## config.mk

```make
export PLATFORM = sky130hd
export DESIGN_NAME = seven_seg_scanner
export DESIGN_NICKNAME = d
export VERILOG_FILES = /design/src/rtl/display_pkg.sv /design/src/rtl/segment_decoder.sv /design/src/rtl/seven_seg_scanner.sv
export SDC_FILE = /design/constraint.sdc
export NUM_CORES = 1
export LEC_CHECK = 0
export ABC_AREA = 1
export CAP_MARGIN = 15
export CORE_MARGIN = 8
export CORE_UTILIZATION = 53
export CTS_BUF_LIST = sky130_fd_sc_hd__clkbuf_8
export DETAILED_ROUTE_END_ITERATION = 6
export PLACE_DENSITY = 0.84
export SLEW_MARGIN = 15
export SYNTH_ARGS = -nofsm -noshare
export SYNTH_HDL_FRONTEND = slang
export SYNTH_SLANG_ARGS = --single-unit
```

## constraint.sdc

```tcl
create_clock -name clk -period 1.8 [get_ports clk]
set_input_delay 0.27 -clock clk [delete_from_list [all_inputs] [get_ports clk]]
set_output_delay 0.27 -clock clk [all_outputs]
set_load 0.02 [all_outputs]
```

## src/rtl/display_pkg.sv

```systemverilog
// Shared constants and helpers for the multiplexed 7-segment display path.
package display_pkg;

   localparam int         DIGIT_W    = 4;
   localparam int         MAX_DIGITS = 8;
   localparam logic [7:0] SEG_BLANK  = 8'hFF;
   localparam logic [6:0] SEG7_BLANK = 7'h7F;
   // Level of a single anode line when its digit is dark (common anode, active-low).
   localparam logic       AN_OFF     = 1'b1;

   // Leading-zero blank vector: bit k is set when digits n-1..k are all zero and k is not 0.
   function automatic logic [MAX_DIGITS-1:0] lz_mask(
      input logic [MAX_DIGITS*DIGIT_W-1:0] bcd,
      input int                            n
   );
      logic [MAX_DIGITS-1:0] mask;
      logic                  all_zero;
      mask     = '0;
      all_zero = 1'b1;
      for (int k = MAX_DIGITS - 1; k >= 0; k--) begin
         if (k < n) begin
            all_zero = all_zero & (bcd[k*DIGIT_W +: DIGIT_W] == '0);
            mask[k]  = all_zero && (k != 0);
         end
      end
      return mask;
   endfunction

endpackage

```

## src/rtl/segment_decoder.sv

```systemverilog
// BCD to active-low 7-segment decoder. Output is {dp,g,f,e,d,c,b,a};
// the dp bit is always driven off, codes 10..15 decode to all segments off.
module segment_decoder
   import display_pkg::*;
(
   input  logic [DIGIT_W-1:0] digit,
   output logic [7:0]         seg_n
);

   // Pure lookup, no state.
   always_comb begin
      case (digit)
         4'd0:    seg_n = 8'hC0;
         4'd1:    seg_n = 8'hF9;
         4'd2:    seg_n = 8'hA4;
         4'd3:    seg_n = 8'hB0;
         4'd4:    seg_n = 8'h99;
         4'd5:    seg_n = 8'h92;
         4'd6:    seg_n = 8'h82;
         4'd7:    seg_n = 8'hF8;
         4'd8:    seg_n = 8'h80;
         4'd9:    seg_n = 8'h90;
         default: seg_n = SEG_BLANK;
      endcase
   end

endmodule

```

## src/rtl/seven_seg_scanner.sv

```systemverilog
// Time-multiplexed scan controller for an N-digit common-anode display.
// Holds a shadow copy of the digits that only changes on frame boundaries,
// blanks all anodes for a guard window at the start of every slot, and
// optionally suppresses leading zeros.
module seven_seg_scanner
   import display_pkg::*;
#(
   parameter int NUM_DIGITS = 4,
   parameter int SCAN_DIV   = 100000,
   parameter int GUARD      = 16
)
(
   input  logic                          clk,
   input  logic                          rst,
   input  logic [DIGIT_W*NUM_DIGITS-1:0] bcd,
   input  logic [NUM_DIGITS-1:0]         dp_en,
   input  logic                          blank_lz,
   input  logic                          load,
   output logic [NUM_DIGITS-1:0]         an,
   output logic [7:0]                    seg,
   output logic                          frame_done
);

   localparam int CNT_W = $clog2(SCAN_DIV);
   localparam int IDX_W = (NUM_DIGITS < 2) ? 1 : $clog2(NUM_DIGITS);
   localparam int BCD_W = DIGIT_W * NUM_DIGITS;
   localparam logic [NUM_DIGITS-1:0] AN_ALL_OFF = {NUM_DIGITS{AN_OFF}};

   // Scan position
   logic [CNT_W-1:0]      cnt_q, cnt_d;
   logic [IDX_W-1:0]      idx_q, idx_d;
   logic                  slot_end;
   logic                  last_idx;
   logic                  idx_valid;
   logic                  frame_end;

   // Staging (written by load) and shadow (what is displayed)
   logic [BCD_W-1:0]      stage_bcd_q;
   logic [NUM_DIGITS-1:0] stage_dp_q;
   logic                  stage_lz_q;
   logic                  pending_q;
   logic [BCD_W-1:0]      shadow_bcd_q;
   logic [NUM_DIGITS-1:0] shadow_dp_q;
   logic                  shadow_lz_q;

   // Digit selection and decode
   logic [DIGIT_W-1:0]    digit_arr [NUM_DIGITS];
   logic [DIGIT_W-1:0]    sel_digit;
   logic                  sel_dp;
   logic                  sel_blank;
   logic [MAX_DIGITS-1:0] lz_vec;
   logic [7:0]            dec_seg;

   // Output registers
   logic [NUM_DIGITS-1:0] an_q, an_d;
   logic [7:0]            seg_q, seg_d;
   logic                  frame_done_q;

   // Split the shadow word into per-digit nibbles.
   generate
      for (genvar gi = 0; gi < NUM_DIGITS; gi++) begin : g_digit
         assign digit_arr[gi] = shadow_bcd_q[gi*DIGIT_W +: DIGIT_W];
      end
   endgenerate

   assign idx_valid = (int'(idx_q) < NUM_DIGITS);
   assign lz_vec    = lz_mask((MAX_DIGITS*DIGIT_W)'(shadow_bcd_q), NUM_DIGITS);

   // Next slot counter and digit index; the index only moves when a slot ends.
   always_comb begin
      slot_end  = (cnt_q == CNT_W'(SCAN_DIV - 1));
      last_idx  = (idx_q == IDX_W'(NUM_DIGITS - 1));
      frame_end = slot_end && last_idx;
      cnt_d     = slot_end ? '0 : cnt_q + CNT_W'(1);
      idx_d     = idx_q;
      if (slot_end) begin
         idx_d = (last_idx || !idx_valid) ? '0 : idx_q + IDX_W'(1);
      end
   end

   // Advance the scan position.
   always_ff @(posedge clk) begin
      if (rst) begin
         cnt_q <= '0;
         idx_q <= '0;
      end else begin
         cnt_q <= cnt_d;
         idx_q <= idx_d;
      end
   end

   // Stage loads and promote them to the shadow only at the frame boundary,
   // so a frame never shows a mix of old and new digits.
   always_ff @(posedge clk) begin
      if (rst) begin
         stage_bcd_q  <= '0;
         stage_dp_q   <= '0;
         stage_lz_q   <= 1'b0;
         pending_q    <= 1'b0;
         shadow_bcd_q <= '0;
         shadow_dp_q  <= '0;
         shadow_lz_q  <= 1'b0;
      end else begin
         if (frame_end && pending_q) begin
            shadow_bcd_q <= stage_bcd_q;
            shadow_dp_q  <= stage_dp_q;
            shadow_lz_q  <= stage_lz_q;
            pending_q    <= 1'b0;
         end
         // A load on the boundary cycle itself is kept for the following frame.
         if (load) begin
            stage_bcd_q <= bcd;
            stage_dp_q  <= dp_en;
            stage_lz_q  <= blank_lz;
            pending_q   <= 1'b1;
         end
      end
   end

   // Pick the digit, dp request and blank flag for the current index.
   always_comb begin
      sel_digit = '1;
      sel_dp    = 1'b0;
      sel_blank = 1'b0;
      for (int k = 0; k < NUM_DIGITS; k++) begin
         if (int'(idx_q) == k) begin
            sel_digit = digit_arr[k];
            sel_dp    = shadow_dp_q[k];
         end
      end
      for (int k = 0; k < MAX_DIGITS; k++) begin
         if (int'(idx_q) == k) begin
            sel_blank = shadow_lz_q & lz_vec[k];
         end
      end
   end

   segment_decoder u_dec (
      .digit (sel_digit),
      .seg_n (dec_seg)
   );

   // Compose next anode/segment values: dark during guard or on an unused index.
   always_comb begin
      an_d  = AN_ALL_OFF;
      seg_d = SEG_BLANK;
      if ((cnt_q >= CNT_W'(GUARD)) && idx_valid) begin
         for (int k = 0; k < NUM_DIGITS; k++) begin
            if (int'(idx_q) == k) begin
               an_d[k] = ~AN_OFF;
            end
         end
         // Decoder always reports dp off, so a dp request pulls bit 7 low.
         seg_d[7]   = ~(sel_dp & dec_seg[7]);
         seg_d[6:0] = sel_blank ? SEG7_BLANK : dec_seg[6:0];
      end
   end

   // Registered pins; frame_done marks the first cycle of a new frame.
   always_ff @(posedge clk) begin
      if (rst) begin
         an_q         <= AN_ALL_OFF;
         seg_q        <= SEG_BLANK;
         frame_done_q <= 1'b0;
      end else begin
         an_q         <= an_d;
         seg_q        <= seg_d;
         frame_done_q <= frame_end;
      end
   end

   assign an         = an_q;
   assign seg        = seg_q;
   assign frame_done = frame_done_q;

endmodule

```

# [Word level (Yosys, flattened, before mapping)]
# Memory sizes are Yosys's and may differ from the RTL's. A register that Yosys moved wholly into a read port is not among the register bits.
# Cells that the tools add are included.
[word_totals] ff_bits=68 latchBits=0 ram_bits=0 romBits=112 inputBits=24 output_inout_bits=13 wordCells=57 mem_count=1
[op_classes] addsub=2 n_mul=0 n_div=0 order_cmp=1 eq_ne=5 shift=0 n_mux=18 bitwise_logic=8 n_reduce_logical=10
[mem_list] name="(no name shown)" words=16 width=7 read_ports=1 rd_ports_with_merged_regs=1 write_ports=0 line="segment_decoder.sv:12" rtl="case (digit)"
[op_table] op="adder 17 x 1 -> 17 bit, second input constant" count=1
[op_table] op="== test 17 bit, second input constant" count=1
[op_table] op="greater-or-equal comparator 17 x 5 -> 1 bit, second input constant" count=1
[op_table] op="two-way mux 4 bit" count=4
[op_table] op="two-way mux 1 bit" count=13
[op_table] op="zero test 4 bit" count=3
[op_table] op="== test 2 bit, second input constant" count=3
[op_table] op="bitwise AND 1 bit" count=5
[op_table] op="OR reduction 2 bit" count=2
[op_table] op="OR reduction 3 bit" count=1
[op_table] op="adder 2 x 1 -> 2 bit, second input constant" count=1
[op_table] op="== test 2 x 1 -> 1 bit, second input constant" count=1
[op_table] op="logical AND 1 bit" count=2
[op_table] op="zero test 2 bit" count=1
[op_table] op="two-way mux 2 bit" count=1
[op_table] op="NOT 1 bit" count=2
[op_table] op="nonzero test 2 bit" count=1
[op_table] op="bitwise AND 1 bit, second input constant" count=1

# [Logic depth before layout (Yosys ltp)]
[logic_depth] word_depth=8 depth_mapped=14 mapped_depth_nobuf=14

# [Cells and area by module]
# Synthesis repeated with hierarchy kept, for this count alone.
[unflattened] cells_unflattened=493 hier_area_um2=3488.3
[modules_own_cells] module="seven_seg_scanner" instances=1 cells_each=456 area_per_inst_um2=3289.4 seq_area_each_um2=1501.4
[modules_own_cells] module="segment_decoder" instances=1 cells_each=37 area_per_inst_um2=198.9 seq_area_each_um2=0.0

# [Worst setup path after synthesis]
# OpenSTA, ideal clock, no wires.
[synth_path] path_type="register to register" startpoint="register idx_q[0]" endpoint="register seg_q[3], in the netlist seg[3]" setup_time_ns=0.136 arrival_ns=1.764 required_ns=1.664 setup_slack_ns=-0.099 stages_incl_launch_ff=12 n_path_buf=1 synth_period_minus_slack_ns=1.899 path_cell_list="dfxtp_1 inv_1 ha_1 buf_2 inv_2 nand3_1 a21boi_1 inv_1 ha_1 nand3_1 nand3_1 nand3_1"
[synth_via] elab_chain_len=5 word_cells_on_any_way=12 classes_between="eq/ne (3); mux (7); reduce/logical (2)"
[synth_lines] element="start, declared" line="seven_seg_scanner.sv:31" rtl="logic [IDX_W-1:0] idx_q, idx_d;"
[synth_lines] element="start signal, assigned" line="seven_seg_scanner.sv:88" rtl="idx_q <= idx_d;"
[synth_lines] element="== test 2 bit or zero test 2 bit (tied branches)" line="seven_seg_scanner.sv:126, seven_seg_scanner.sv:132"
[synth_lines] element="two-way mux 1 bit or two-way mux 4 bit (tied branches) (3 in a row)" line="seven_seg_scanner.sv:132, seven_seg_scanner.sv:126"
[synth_lines] element="OR reduction 3 bit (no line) or two-way mux 4 bit (tied branches)"
[synth_lines] element="end, declared" line="seven_seg_scanner.sv:56" rtl="logic [7:0] seg_q, seg_d;"
# Parallel ways exist; a longest one is shown, timed or not.
# A chain may end at the register's enable or synchronous reset.

# [Final worst setup path]
# Ends and elaborated chain as after synthesis.

==> impl_metrics.ini <==
[layout]
fill_cells = 472
syn_to_final_growth_pct = 31.2
fin_nets = 588
fin_cells = 635
num_antenna_cells = 0
drive_gt1_share_pct = 17.9

[clocking]
clock_sinks = 75
insertion_delay_ps = 360
clk_pin_slew_ps = 80
cts.path.max_buffers = 2
cts_hold_buf = 0
tritoncts = done
htree_levels = 3
root_buffer = clkbuf_8
cts_buffers = 9

[setup_path]
cp_slowest_cell = dfxtp_4
path_cells = inv_6 > ha_4 > buf_6 > nand2_2 > nand2_2 > nand3_2 > nand2_2 > nand2_4 > buf_4 > ha_4 > nand3_4 > nand3_2 > nand3_1
cp.arrival_ps = 2150
cp-start-kind = register
critPathMaxFanout = 4
path_class = reg2reg
max_stage_delay_ps = 370
crit_top_cell = nand2_2
worst_ep_required_time_ps = 2040
worst_setup_path_end_kind = register

[placed_design]
gp_congestion = 0.950
pre_cts_slack_ps = -119
io_buffers = 36
placed_cells = 609
hpwl_um = 5530

[global_route]
grt_max_degree = 45
use_met2_pct = 31.2
grt_antenna_before_repair = 0
top_usage_layer = met2
overflow = 0
grt_pass1_vias = 3106
grt.met3_usage_pct = 5.02
grt_pass1_wl_um = 13800
grt_use_met1_pct = 21.0
track_usage_pct = 18.7

[drt]
drc = 0
viasPerCell = 5.40
vias = 3427
wirelength_um = 8930
antenna_left = 0
dr.pass1.iters = 5
drt_iter0_drc = 211
wl_per_cell_um = 14.1

[power]
max-vdd-ir-drop_v = 0.000790
leakagePower_uw = 0.00201
power_density_nw_per_um2 = 730

[sta]
post-route-min-period_ps = 1910
hold_slack_ps = 479
fin_setup_tns_ps = -232
worst_pin_slew_ps = 626
setup_viol = 3
drv_slew = 0
setup_slack_ps = -108
max_freq_mhz = 524
slew_headroom_pct = 58.2
clock_skew_ps = 13.8
rsz0062_at_grt = true
period_share_pct = 106
final_hold_viol_count = 0

[run]
maxCapViolCount = 0

[synth]
ys_ff_latch = 75
ys_seq_area_share_pct = 43.7
synth.avg_cell_area_um2 = 6.94
yosys_warnings = 0
synth_area_um2 = 3440
yosysUniqueCellTypes = 32
synth_nets = 530
synthCells = 495

[run_status]
violations = setup timing
outcome = finished with violations

[floorplan]
io_pins = 37
die_y_um = 96.5
die-area_um2 = 9320
num_rows = 29
dieWidth_um = 96.5
initial_core_util_pct = 54.4
core_area_um2 = 6310

[min_path]
min_path_type = reg2reg
## worst max-delay path, delay by kind of cell (launching register included)
kind / cells / cell delay [ps]
adders and majority gates: 2 / 430
buffers and inverters: 3 / 320
DFF: 1 / 370
and+or+nand+nor: 8 / 670
## cells by family (layout without fill, tap and decap cells)
logic type / Yosys count / after routing / share of synthesized area (%)
xor gates and xnor gates: 3 / 3 / 0.765
adders and majority gates: 11 / 11 / 4.01
buffers and inverters: 72 / 135 / 8.74
DFF: 75 / 75 / 43.7
AOI/OAI and AO/OA: 51 / 51 / 7.68
and+or+nand+nor: 283 / 283 / 35.1
## cell usage after synthesis, drive strengths merged
library cell	count	area, um2
clkbuf	5	18.8
ha	11	138
o211ai	1	7.51
nor3	13	81.3
a21boi	1	7.51
buf	11	71.3
inv	52	195
or2	1	6.26
nor3b	1	7.51
xor2	3	26.3
nand4	5	46.3
a21oi	20	104
dfxtp	75	1500
and3	1	6.26
clkinv	4	15.0
nand3	37	190
o21ai	29	145
nand3b	3	22.5
nand2	111	422
nor2	111	424
## cells in the final DEF (no fill, tap or decap), types with 2 or more instances in the layout
master and n:
nand3_2 10, bufinv_16 2, clkinv_4 2, o21ai_0 27
nand4_1 4, nand3b_1 3, xor2_1 3, a21oi_1 17
ha_1 3, inv_4 5, nand2_4 2, nand2_1 100
nor2_1 110, nand2_2 9, buf_4 22, nand3_1 24
clkinv_1 4, buf_6 3, ha_4 7, inv_1 38
dfxtp_1 73, buf_12 2, inv_2 9, clkbuf_8 9
nand3_4 3, a21oi_2 2, clkdlybuf4s50_1 36, nor3_1 11
## final timing paths
check	startpoint	endpoint	slack, ps	cells after the start
max	idx_q[0]	seg[3]	-110	13
min	cnt_q[0]	cnt_q[0]	480	1
max reg2reg	idx_q[0]	seg[3]	-110	13
min reg2reg	cnt_q[0]	cnt_q[0]	480	1
## per-stage QoR
step / cell area (um2) / total power [uW] / util [%]
after global placement: 3960 / 1890 / 62.7
after detailed placement: 3960 / 1900 / 62.7
after global routing: 4510 / 3390 / 71.4
after CTS: 4300 / 3290 / 68.2
final: 4510 / 3290 / 71.4
after floorplan: 3440 / 1830 / -
## flip-flops by register name, summed over array words and instances (netlist names)
signal,count
frame_done,1
stage_bcd_q,16
shadow_dp_q,4
stage_dp_q,4
stage_lz_q,1
idx_q,2
pending_q,1
shadow_bcd_q,16
an,4
shadow_lz_q,1
seg,8
cnt_q,17
## power breakdown
group	total, uW	internal [uW]	switching [uW]
registers	1720	1700	22.4
clock network	1430	778	651
logic	144	74.4	69.5
## repair_timing
item,in CTS,in global routing
gates resized for setup,19,42
setup buffers,6,4
pin swaps,5,16
endpoints found under the setup margin,6,24
## final cells by class
cell class	instances	area, um2	area share (%)
inverters	56	228	5.05
clock buffers	9	124	2.75
multi-input cells	348	1860	41.3
clock inverters	7	93.8	2.08
well taps	77	96.3	2.14
repair buffers	63	599	13.3
flip-flops and latches	75	1510	33.4
## layer usage
metal	vias up	wire length [um]
met5	-	0
met4	0	366
met3	43	569
met2	151	4320
met1	1565	3680
li1	1668	-
No activity file was read; power rests on OpenSTA's default activity.
